File: config.mk
export PLATFORM = sky130hd
export DESIGN_NAME = mc_controller
export DESIGN_NICKNAME = d
export VERILOG_FILES = /design/src/rtl/mc_ctrl_pkg.sv /design/src/rtl/mc_instr_class.sv /design/src/rtl/mc_controller.sv
export SDC_FILE = /design/constraint.sdc
export NUM_CORES = 1
export LEC_CHECK = 0
export BUFFER_PORTS_ARGS = -buffer_cell sky130_fd_sc_hd__buf_2
export CORE_MARGIN = 2
export CORE_UTILIZATION = 45
export DETAILED_ROUTE_END_ITERATION = 10
export GPL_ROUTABILITY_DRIVEN = 0
export MAX_ROUTING_LAYER = met4
export PLACE_DENSITY = 0.68
export SLEW_MARGIN = 20
export SYNTH_ARGS = -nofsm -noshare
export SYNTH_HDL_FRONTEND = slang
export SYNTH_SLANG_ARGS = --single-unit
File: constraint.sdc
create_clock -name clk -period 2 [get_ports clk]
set_input_delay 0.4 -clock clk [delete_from_list [all_inputs] [get_ports clk]]
set_output_delay 0.4 -clock clk [all_outputs]
set_load 0.05 [all_outputs]
File: src/rtl/mc_ctrl_pkg.sv
// mc_ctrl_pkg: opcode/funct encodings, ALU codes and state/class enums for mc_controller
package mc_ctrl_pkg;

    localparam logic [5:0] OP_RTYPE = 6'b000000;
    localparam logic [5:0] OP_J     = 6'b000010;
    localparam logic [5:0] OP_BEQ   = 6'b000100;
    localparam logic [5:0] OP_BLEQ  = 6'b000101;
    localparam logic [5:0] OP_ADDI  = 6'b001000;
    localparam logic [5:0] OP_ANDI  = 6'b001100;
    localparam logic [5:0] OP_ORI   = 6'b001101;
    localparam logic [5:0] OP_XORI  = 6'b001110;
    localparam logic [5:0] OP_LW    = 6'b100011;
    localparam logic [5:0] OP_SW    = 6'b101011;

    localparam logic [5:0] FN_SLL  = 6'b000000;
    localparam logic [5:0] FN_SRL  = 6'b000010;
    localparam logic [5:0] FN_SRA  = 6'b000011;
    localparam logic [5:0] FN_MFHI = 6'b010000;
    localparam logic [5:0] FN_MFLO = 6'b010010;
    localparam logic [5:0] FN_MULT = 6'b011000;
    localparam logic [5:0] FN_DIV  = 6'b011010;
    localparam logic [5:0] FN_ADD  = 6'b100000;
    localparam logic [5:0] FN_ADDU = 6'b100001;
    localparam logic [5:0] FN_SUB  = 6'b100010;
    localparam logic [5:0] FN_AND  = 6'b100100;
    localparam logic [5:0] FN_OR   = 6'b100101;
    localparam logic [5:0] FN_XOR  = 6'b100110;
    localparam logic [5:0] FN_NOR  = 6'b100111;
    localparam logic [5:0] FN_SEQ  = 6'b101000;
    localparam logic [5:0] FN_SLT  = 6'b101010;

    localparam logic [3:0] ALU_AND  = 4'b0000;
    localparam logic [3:0] ALU_OR   = 4'b0001;
    localparam logic [3:0] ALU_ADD  = 4'b0010;
    localparam logic [3:0] ALU_SUB  = 4'b0011;
    localparam logic [3:0] ALU_XOR  = 4'b0100;
    localparam logic [3:0] ALU_NOR  = 4'b0101;
    localparam logic [3:0] ALU_SLL  = 4'b0110;
    localparam logic [3:0] ALU_SRL  = 4'b0111;
    localparam logic [3:0] ALU_SRA  = 4'b1000;
    localparam logic [3:0] ALU_SLT  = 4'b1001;
    localparam logic [3:0] ALU_SEQ  = 4'b1010;
    localparam logic [3:0] ALU_BLEQ = 4'b1011;
    localparam logic [3:0] ALU_MFHI = 4'b1100;
    localparam logic [3:0] ALU_MFLO = 4'b1101;

    typedef enum logic [2:0] {FETCH, DECODE, EXEC, MEM, WB, MDU_WAIT, TRAP} state_e;

    typedef enum logic [2:0] {CL_RALU, CL_IMM, CL_LW, CL_SW, CL_BR, CL_J, CL_MDU, CL_NONE} class_e;

endpackage

File: src/rtl/mc_instr_class.sv
// mc_instr_class: combinational opcode/funct classifier producing class, ALU code, unsigned-imm flag and legality
module mc_instr_class import mc_ctrl_pkg::*; (
    input  logic [5:0] opcode,
    input  logic [5:0] funct,
    output class_e     cls,
    output logic [3:0] alu,
    output logic       imm_u,
    output logic       legal
);

    always_comb begin
        cls   = CL_NONE;
        alu   = ALU_AND;
        imm_u = 1'b0;
        case (opcode)
            OP_RTYPE: begin
                cls = CL_RALU;
                case (funct)
                    FN_ADD, FN_ADDU: alu = ALU_ADD;
                    FN_SUB:          alu = ALU_SUB;
                    FN_AND:          alu = ALU_AND;
                    FN_OR:           alu = ALU_OR;
                    FN_XOR:          alu = ALU_XOR;
                    FN_NOR:          alu = ALU_NOR;
                    FN_SLL:          alu = ALU_SLL;
                    FN_SRL:          alu = ALU_SRL;
                    FN_SRA:          alu = ALU_SRA;
                    FN_SLT:          alu = ALU_SLT;
                    FN_SEQ:          alu = ALU_SEQ;
                    FN_MFHI:         alu = ALU_MFHI;
                    FN_MFLO:         alu = ALU_MFLO;
                    FN_MULT, FN_DIV: cls = CL_MDU;
                    default:         cls = CL_NONE;
                endcase
            end
            OP_ADDI: begin cls = CL_IMM; alu = ALU_ADD; end
            OP_ANDI: begin cls = CL_IMM; alu = ALU_AND; imm_u = 1'b1; end
            OP_ORI:  begin cls = CL_IMM; alu = ALU_OR;  imm_u = 1'b1; end
            OP_XORI: begin cls = CL_IMM; alu = ALU_XOR; imm_u = 1'b1; end
            OP_LW:   begin cls = CL_LW;  alu = ALU_ADD; end
            OP_SW:   begin cls = CL_SW;  alu = ALU_ADD; end
            OP_BEQ:  begin cls = CL_BR;  alu = ALU_SUB; end
            OP_BLEQ: begin cls = CL_BR;  alu = ALU_BLEQ; end
            OP_J:    cls = CL_J;
            default: cls = CL_NONE;
        endcase
        legal = cls != CL_NONE;
    end

endmodule

File: src/rtl/mc_controller.sv
// mc_controller: multi-cycle FETCH/DECODE/EXEC/MEM/WB control FSM with MDU handshake and trap; MC_CONTROLLER_PERF_EN adds perf counters
module mc_controller import mc_ctrl_pkg::*; #(
    parameter int ALUC_W      = 4,
    parameter int MEM_LAT     = 1,
    parameter int MDU_TIMEOUT = 64
) (
    input  logic              clk,
    input  logic              rst,
    input  logic              instr_valid,
    input  logic [5:0]        opcode,
    input  logic [5:0]        funct,
    input  logic              mdu_done,
    output logic              instr_req,
    output logic              ir_write,
    output logic              pc_write,
    output logic              pc_write_cond,
    output logic              reg_dst,
    output logic              alu_src,
    output logic              mem_to_reg,
    output logic              reg_write,
    output logic              mem_read,
    output logic              mem_write,
    output logic              branch,
    output logic              jump,
    output logic              is_imm_unsigned,
    output logic [ALUC_W-1:0] alu_control,
    output logic              mdu_start,
    output logic              mdu_op,
    output logic              hilo_write,
    output logic              trap,
    output logic              trap_cause
`ifdef MC_CONTROLLER_PERF_EN
    ,
    output logic [31:0]       perf_cycles,
    output logic [31:0]       perf_instret
`endif
);

    state_e     state_q, state_d;
    logic [7:0] cnt_q, cnt_d;
    logic [5:0] op_q, op_d, fn_q, fn_d;
    logic       cause_q, cause_d;
    class_e     cls;
    logic [3:0] alu;
    logic       imm_u, legal;

    mc_instr_class u_class (
        .opcode (op_q),
        .funct  (fn_q),
        .cls    (cls),
        .alu    (alu),
        .imm_u  (imm_u),
        .legal  (legal)
    );

    always_ff @(posedge clk) begin
        if (rst) begin
            state_q <= FETCH;
            cnt_q   <= '0;
            op_q    <= '0;
            fn_q    <= '0;
            cause_q <= 1'b0;
        end else begin
            state_q <= state_d;
            cnt_q   <= cnt_d;
            op_q    <= op_d;
            fn_q    <= fn_d;
            cause_q <= cause_d;
        end
    end

    always_comb begin
        state_d         = state_q;
        cnt_d           = '0;
        op_d            = op_q;
        fn_d            = fn_q;
        cause_d         = cause_q;
        instr_req       = 1'b0;
        ir_write        = 1'b0;
        pc_write        = 1'b0;
        pc_write_cond   = 1'b0;
        reg_dst         = 1'b0;
        alu_src         = 1'b0;
        mem_to_reg      = 1'b0;
        reg_write       = 1'b0;
        mem_read        = 1'b0;
        mem_write       = 1'b0;
        branch          = 1'b0;
        jump            = 1'b0;
        is_imm_unsigned = 1'b0;
        alu_control     = '0;
        mdu_start       = 1'b0;
        mdu_op          = 1'b0;
        hilo_write      = 1'b0;
        trap            = 1'b0;
        trap_cause      = 1'b0;
        case (state_q)
            FETCH: begin
                instr_req = 1'b1;
                ir_write  = instr_valid;
                pc_write  = instr_valid;
                op_d      = instr_valid ? opcode : op_q;
                fn_d      = instr_valid ? funct : fn_q;
                state_d   = instr_valid ? DECODE : FETCH;
            end
            DECODE: begin
                state_d = legal ? EXEC : TRAP;
                cause_d = legal ? cause_q : 1'b0;
            end
            EXEC: begin
                alu_control = ALUC_W'(alu);
                case (cls)
                    CL_RALU: state_d = WB;
                    CL_IMM:  begin alu_src = 1'b1; state_d = WB; end
                    CL_LW, CL_SW: begin alu_src = 1'b1; state_d = MEM; end
                    CL_BR:   begin branch = 1'b1; pc_write_cond = 1'b1; state_d = FETCH; end
                    CL_J:    begin jump = 1'b1; pc_write = 1'b1; state_d = FETCH; end
                    CL_MDU:  begin mdu_start = 1'b1; mdu_op = fn_q[1]; state_d = MDU_WAIT; end
                    default: state_d = TRAP;
                endcase
            end
            MEM: begin
                mem_read  = cls == CL_LW;
                mem_write = cls == CL_SW;
                if (cnt_q == 8'(MEM_LAT - 1))
                    state_d = (cls == CL_LW) ? WB : FETCH;
                else
                    cnt_d = cnt_q + 8'd1;
            end
            WB: begin
                reg_write       = 1'b1;
                mem_to_reg      = cls == CL_LW;
                reg_dst         = cls == CL_RALU;
                alu_src         = cls == CL_IMM;
                is_imm_unsigned = imm_u;
                state_d         = FETCH;
            end
            MDU_WAIT: begin
                mdu_op = fn_q[1];
                // done takes priority over an expiring watchdog in the same cycle
                if (mdu_done) begin
                    hilo_write = 1'b1;
                    state_d    = FETCH;
                end else if (cnt_q == 8'(MDU_TIMEOUT - 1)) begin
                    state_d = TRAP;
                    cause_d = 1'b1;
                end else
                    cnt_d = cnt_q + 8'd1;
            end
            TRAP: begin
                trap       = 1'b1;
                trap_cause = cause_q;
            end
            default: state_d = FETCH;
        endcase
        if (rst)
            {instr_req, ir_write, pc_write, pc_write_cond, reg_dst, alu_src, mem_to_reg, reg_write,
             mem_read, mem_write, branch, jump, is_imm_unsigned, alu_control, mdu_start, mdu_op,
             hilo_write, trap, trap_cause} = '0;
    end

`ifdef MC_CONTROLLER_PERF_EN
    logic [31:0] perf_cycles_q, perf_cycles_d, perf_instret_q, perf_instret_d;
    logic        retire;

    always_comb begin
        retire         = (state_d == FETCH) && (state_q inside {EXEC, MEM, WB, MDU_WAIT});
        perf_cycles_d  = perf_cycles_q + ((state_q != TRAP) ? 32'd1 : 32'd0);
        perf_instret_d = perf_instret_q + (retire ? 32'd1 : 32'd0);
    end

    always_ff @(posedge clk) begin
        if (rst) begin
            perf_cycles_q  <= '0;
            perf_instret_q <= '0;
        end else begin
            perf_cycles_q  <= perf_cycles_d;
            perf_instret_q <= perf_instret_d;
        end
    end

    assign perf_cycles  = rst ? '0 : perf_cycles_q;
    assign perf_instret = rst ? '0 : perf_instret_q;
`endif

endmodule

==> results of run 1 <==
## metal layers
| layer | part of all wire | routed length [um] |
|---|---|---|
| met1 | 0.43 | 2710 |
| met2 | 0.50 | 3140 |
| met3 | 0.052 | 330 |
| met4 | 0.024 | 154 |
| met5 | 0 | 0 |
## power by group through the flow
stage	Combinational, mW	Sequential (mW)	Clock (mW)
after floorplan	0.362	0.527	0
after global placement	0.475	0.551	0
after detailed placement	0.477	0.552	0
after CTS	0.552	0.544	0.430
after global routing	0.658	0.558	0.448
final	0.619	0.554	0.426
## kinds of logic after synthesis
family | synth area share
and+or+nand+nor | 0.386
muxes | 0.0126
buffers and inverters | 0.0832
DFF | 0.268
xor gates and xnor gates | 0.0342
AOI/OAI and AO/OA | 0.201
adders and majority gates | 0.0140
## layout by cell type (no fill, tap or decap), types with 9 or more instances in the layout
master / count
a21oi_1: 22
dfxtp_1: 11
nand2_1: 33
nor2_1: 23
buf_2: 18
buf_6: 20
nor2_4: 9
inv_1: 12
buf_4: 51
## metrics by stage
step	hold WS [ns]	instance area, sq um	TNS [ns]	cells	power [mW]
global placement	0.455	2480	-0.721	370	1.03
global route	0.365	3080	-4.98	390	1.66
finish	0.352	3080	-3.57	390	1.60
CTS	0.355	2880	-2.85	383	1.53
floorplan	0.437	2040	-1.35	261	0.889
detailed placement	0.480	2480	-1.22	370	1.03
## area by class of cell
cell class | count | area, sq um | area share
clock buffers | 3 | 41.3 | 0.0134
clock inverters | 1 | 30.0 | 0.00976
inverters | 13 | 48.8 | 0.0159
multi-input cells | 204 | 1570 | 0.509
flip-flops and latches | 24 | 514 | 0.167
well taps | 48 | 60.1 | 0.0195
repair buffers | 97 | 816 | 0.265
## registers in the layout, indices dropped and copies added, names as in the netlist
register	count
state_q	3
fn_q	6
cause_q	1
op_q	6
cnt_q	8
## worst paths after layout
check / slack (ns) / endpoint
hold reg to reg: 0.49 / cnt_q[0]$_SDFF_PP0_
setup / recovery: -0.36 / mdu_op
setup reg to reg: -0.15 / state_q[2]$_SDFFE_PP0P_
hold / removal: 0.35 / fn_q[1]$_SDFFE_PP0P_
## what timing repair did
action,in CTS,in global routing
pin swaps,18,16
setup endpoints to repair,19,23
gates resized for setup,79,38
hold buffers,0,0
buffers inserted,11,8
## critical path, stage by stage (launching register included)
cell,delay [ns]
dfxtp_4,0.41
nor3b_1,0.29
a211oi_2,0.09
o211ai_4,0.33
o21ai_4,0.14
a22oi_2,0.21
nor3_4,0.06
buf_6,0.16
==> results.py, run 1 <==
metrics = {
    "yosys": {
        "ys_types": 54,
        "seq_area_frac_synth": 0.268,
        "syn-mean-instance-area_sq_um": 6.86,
        "synth_most_common_cell": "nand2_1",
        "synth_top_cell_by_area": "dfxtp_1",
        "syn_inst": 261,
        "synth_edf_count": 0,
        "synth_warnings": 0,
        "netlist_area_sq_mm": 0.00179,
        "ys.flop_type": "dfxtp_1",
        "syn-num-nets": 279,
        "synth_area_leaders": "dfxtp_1, nand2_1, nor2_1",
        "ys_ff_latch": 24,
        "synth_top_area_share": 0.268,
        "synthArstFlopShare": 0,
        "synthTopCellsByCount": "nand2_1, nor2_1, a21oi_1",
    },
    "route": {
        "vias_per_cell": 5.79,
        "via_count": 2257,
        "wl_per_cell_um": 16.2,
        "ant_nets": 0,
        "post-route-drc-count": 0,
        "initialDrtViolationCount": 208,
        "wl_mm": 6.33,
        "firstDrtPassIters": 5,
    },
    "sta": {
        "finalMaxSlewViolations": 0,
        "rsz0062_at_grt": "yes",
        "skew_ns": 0.00171,
        "timing.fmax_ghz": 0.423,
        "setup_violations": 18,
        "slew_headroom": 0.756,
        "period_share": 1.18,
        "period_minus_slack_ns": 2.36,
        "setup_ws_ns": -0.362,
        "worstMarginPinSlew_ns": 0.361,
        "hold_viol_final": 0,
    },
    "die": {
        "rows": 22,
        "start_util": 0.478,
        "die_h_um": 67.1,
        "dieWidth_um": 67.1,
        "io_pins": 38,
        "die_area_sq_mm": 0.00450,
        "fp.coreArea_sq_mm": 0.00374,
    },
    "global_routing": {
        "use_met2": 0.463,
        "grt_pass1_vias": 1997,
        "use_met3": 0.0203,
        "grt.busiest_layer": "met2",
        "grt.total_usage": 0.277,
        "grt_overflow_total": 0,
        "grt_max_degree": 22,
        "met1_usage": 0.357,
        "antenna_found_initial": 0,
        "grt_pass1_wl_mm": 9.35,
    },
    "layout": {
        "utilization": 0.822,
        "num_antenna_cells": 0,
        "drive_gt1_frac": 0.538,
        "fin_nets": 361,
        "fillCellCount": 224,
        "area_delta_synth_final_pct": 71.8,
    },
    "worst_setup_path": {
        "cp.required_ns": 1.60,
        "crit_path_start_kind": "flop",
        "cp-end-kind": "output pin",
        "startpoint": "fn_q[5]$_SDFFE_PP0P_",
        "reg2reg_depth": 9,
        "cp_max_fo": 8,
        "worstReg2RegStart": "op_q[2]$_SDFFE_PP0P_",
        "cp_data_arrival_time_ns": 1.96,
        "worstSetupPathType": "flop to output pin",
    },
    "pwr": {
        "p_int_mw": 1.05,
        "clkPwrFrac": 0.267,
        "p_seq_frac": 0.346,
        "power.leakage_nw": 1.32,
        "power_density_mw_per_mm2": 520,
        "ir_worst_vdd_uv": 555,
        "switching_share": 0.342,
        "p_comb_frac": 0.387,
        "p_switching_uw": 546,
    },
    "worst_hold_path": {
        "min-delay-start": "funct[1]",
        "hold_class": "input port to flop",
        "whs_path_depth": 3,
    },
    "clocking": {
        "cts-root-buf": "clkbuf_8",
        "clkLatencyLatePin_ns": 0.26,
        "cts.sinks": 24,
        "cts.clk_slew.worst_paths_ns": 0.09,
        "cts_buffer_depth": 2,
        "cts_tree": "done",
        "numCtsBuffers": 3,
        "h-tree-depth": 1,
    },
    "place": {
        "port_buffers": 37,
        "place.detailed.hpwl_mm": 3.87,
        "pre_cts_ws_ns": -0.250,
    },
    "status": {
        "violations": "negative setup slack",
        "status": "finished with violations",
    },
    "flow_run": {
        "cap_violations": 0,
    },
}
Note: power is estimated with default switching activity, not from simulation.
==> inputs of run 2 (changes only) <==
--- a/config.mk
+++ b/config.mk
@@ -5,6 +5,7 @@
 export SDC_FILE = /design/constraint.sdc
 export NUM_CORES = 1
 export LEC_CHECK = 0
+export ABC_AREA = 1
 export BUFFER_PORTS_ARGS = -buffer_cell sky130_fd_sc_hd__buf_2
 export CORE_MARGIN = 2
 export CORE_UTILIZATION = 45
==> results.py, run 2 <==
metrics = {
    "worst_setup_path": {
        "cp_slowest_cell": "dfxtp_2",
        "cp_slowest_stage_delay_ns": 0.35,
        "worstSetupPathType": "flop to output pin",
        "cp.required_ns": 1.60,
        "r2r_slack_ns": 0.13,
        "worstReg2RegStart": "op_q[5]$_SDFFE_PP0P_",
        "path_cells": "nor2_4, nand2_4, nor2_8, nand2_4, nor2_4, nand2_2, nand2_2, nor2_2, nor2_2, a31oi_2, nor3_4, buf_6",
        "regToRegEndpoint": "state_q[0]$_SDFFE_PP0P_",
        "reg2reg_depth": 13,
        "cp_max_fo": 6,
        "cp-end-kind": "output pin",
        "cp_data_arrival_time_ns": 2.04,
        "crit_path_start_kind": "flop",
    },
    "die": {
        "start_util": 0.470,
        "io_pins": 38,
        "die_area_sq_mm": 0.00437,
        "fp.coreArea_sq_mm": 0.00369,
        "die_h_um": 66.1,
        "dieWidth_um": 66.1,
        "rows": 22,
    },
    "sta": {
        "setup_ws_ns": -0.436,
        "slew_headroom": 0.643,
        "skew_ns": 0.00470,
        "period_share": 1.22,
        "setup_violations": 13,
        "rsz0062_at_grt": "yes",
        "period_minus_slack_ns": 2.44,
        "worstMarginPinSlew_ns": 0.531,
        "timing.fmax_ghz": 0.410,
        "timing.hold.ws_ns": 0.385,
        "finalMaxSlewViolations": 0,
        "hold_viol_final": 0,
    },
    "place": {
        "port_buffers": 37,
        "pre_cts_ws_ns": -0.260,
        "place.detailed.hpwl_mm": 3.86,
    },
    "layout": {
        "regArea_sq_um": 500,
        "drive_gt1_frac": 0.554,
        "reg_top3": "cnt_q x8, fn_q x6, op_q x6",
        "multi_input_area_sq_mm": 0.00135,
        "area_delta_synth_final_pct": 67.8,
        "largest_reg_flops": 8,
        "top_register": "cnt_q",
        "final_common_cell": "buf_4",
        "num_antenna_cells": 0,
        "fin_nets": 380,
        "fillCellCount": 256,
        "layout.cells.most_common_list": "buf_4, inv_1, nor2_1",
    },
    "route": {
        "wl_mm": 5.59,
        "post-route-drc-count": 0,
        "ant_nets": 0,
        "vias_per_cell": 5.16,
        "via_count": 2112,
        "firstDrtPassIters": 4,
        "wl_per_cell_um": 13.7,
        "initialDrtViolationCount": 85,
    },
    "clocking": {
        "numCtsBuffers": 3,
        "cts_buffer_depth": 2,
        "cts.clk_slew.worst_paths_ns": 0.09,
        "clkLatencyLatePin_ns": 0.28,
        "cts.sinks": 24,
        "h-tree-depth": 1,
        "hold_buffers": 0,
        "cts-root-buf": "clkbuf_8",
        "cts_tree": "done",
    },
    "global_routing": {
        "grt_max_degree": 17,
        "grt_pass1_wl_mm": 8.81,
        "grt_overflow_total": 0,
        "grt_pass1_vias": 1996,
        "grt.total_usage": 0.265,
        "antenna_found_initial": 0,
    },
    "yosys": {
        "seq_area_frac_synth": 0.277,
        "ys_types": 38,
        "synth_edf_count": 0,
        "synth_top_area_share": 0.277,
        "syn_inst": 265,
        "synth_most_common_cell": "nor2_1",
        "ys.flop_type": "dfxtp_1",
        "netlist_area_sq_mm": 0.00174,
        "ys_ff_latch": 24,
        "synth_top_cell_by_area": "dfxtp_1",
        "synthArstFlopShare": 0,
        "synth_area_leaders": "dfxtp_1, nor2_1, inv_1",
        "synth_warnings": 0,
        "synthTopCellsByCount": "nor2_1, inv_1, nand2_1",
        "syn-mean-instance-area_sq_um": 6.55,
        "syn-num-nets": 283,
    },
    "pwr": {
        "power.leakage_nw": 1.29,
        "ir_worst_vdd_uv": 647,
        "power_density_mw_per_mm2": 1000,
    },
    "worst_hold_path": {
        "min-delay-start": "opcode[2]",
        "whs_path_depth": 3,
        "holdPathEnd": "op_q[2]$_SDFFE_PP0P_",
        "hold_class": "input port to flop",
    },
    "status": {
        "violations": "negative setup slack",
        "status": "finished with violations",
    },
    "flow_run": {
        "cap_violations": 0,
    },
}
## run 2: cell types whose count changed after synthesis, sizes merged, moves of 4 or more
cell | before | now
nor2b | 4 | 0
nand2b | 5 | 0
buf | 10 | 2
clkbuf | 10 | 4
nand3 | 10 | 24
nor3 | 15 | 11
nor2 | 34 | 61
and3 | 6 | 0
nand4 | 1 | 6
inv | 13 | 43
a21oi | 25 | 18
o21ai | 5 | 15
a31oi | 5 | 1
## run 2: timing repair
action | 4_1_cts | 5_1_grt
endpoints found under the setup margin | 14 | 18
resized for setup | 70 | 37
pin swaps | 13 | 16
buffers inserted | 8 | 2
## run 2: cells by family (layout without fill, tap and decap cells)
| kind of cell | after synthesis | after routing | share of synthesized area |
|---|---|---|---|
| XOR/XNOR | 5 | 5 | 0.0252 |
| buffers and inverters | 49 | 145 | 0.112 |
| flip-flops | 24 | 24 | 0.277 |
| AND/OR/NAND/NOR | 143 | 143 | 0.420 |
| adder cells (fa/ha/maj) | 2 | 2 | 0.0144 |
| AO/OA/AOI/OAI | 42 | 42 | 0.151 |
## run 2: worst max path at each step
stage	startpoint	end	slack [ns]	cells past startpoint
after floorplan	op_q[2]$_SDFFE_PP0P_	mem_write	-0.37	10
after global placement	fn_q[5]$_SDFFE_PP0P_	branch	-0.19	12
after detailed placement	op_q[2]$_SDFFE_PP0P_	mdu_op	-0.26	11
after CTS	op_q[4]$_SDFFE_PP0P_	jump	-0.39	12
after global routing	op_q[1]$_SDFFE_PP0P_	mdu_op	-0.54	12
final	op_q[5]$_SDFFE_PP0P_	mdu_op	-0.44	12
## run 2: power breakdown
part / internal [mW] / switching [mW] / total [mW] / leakage [nW]
clock: 0.268 / 0.166 / 0.434 / 0.0357
combinational: 0.753 / 1.07 / 1.82 / 1.05
sequential: 0.565 / 0.0999 / 0.665 / 0.201
## run 2: routing by layer
| metal | vias to the layer above | GRT usage | routed length [um] |
|---|---|---|---|
| met4 | 0 | 0.0740 | 84 |
| met5 | - | - | 0 |
| met2 | 53 | 0.450 | 2800 |
| li1 | 1050 | - | - |
| met1 | 1000 | 0.334 | 2520 |
| met3 | 9 | 0.0273 | 176 |
## run 2: area by class of cell
cell class | instances | area share
inverters | 43 | 0.0584
clock buffers | 3 | 0.0142
clock inverters | 1 | 0.0103
repair buffers | 98 | 0.262
well taps | 48 | 0.0206
flip-flops and latches | 24 | 0.172
multi-input cells | 192 | 0.463
## run 2: metrics by stage
stage          instances  instance area [sq um]   util  TNS [ns]  total power, mW
2_1_floorplan        265                   1820      -     -1.08             1.53
3_3_place_gp         397                   2420  0.657     -1.56             2.09
3_5_place_dp         397                   2420  0.657     -2.18             2.12
4_1_cts              409                   2770  0.752     -3.52             2.75
5_1_grt              409                   2910  0.790     -5.39             3.09
6_report             409                   2910  0.790     -4.08             2.92
## run 2: worst max-delay path: cells and delay by family (launching register included)
family          cells  cell delay, ns
flops               1            0.35
simple gates       10            1.10
buf+inv             1            0.18
compound gates      1            0.13
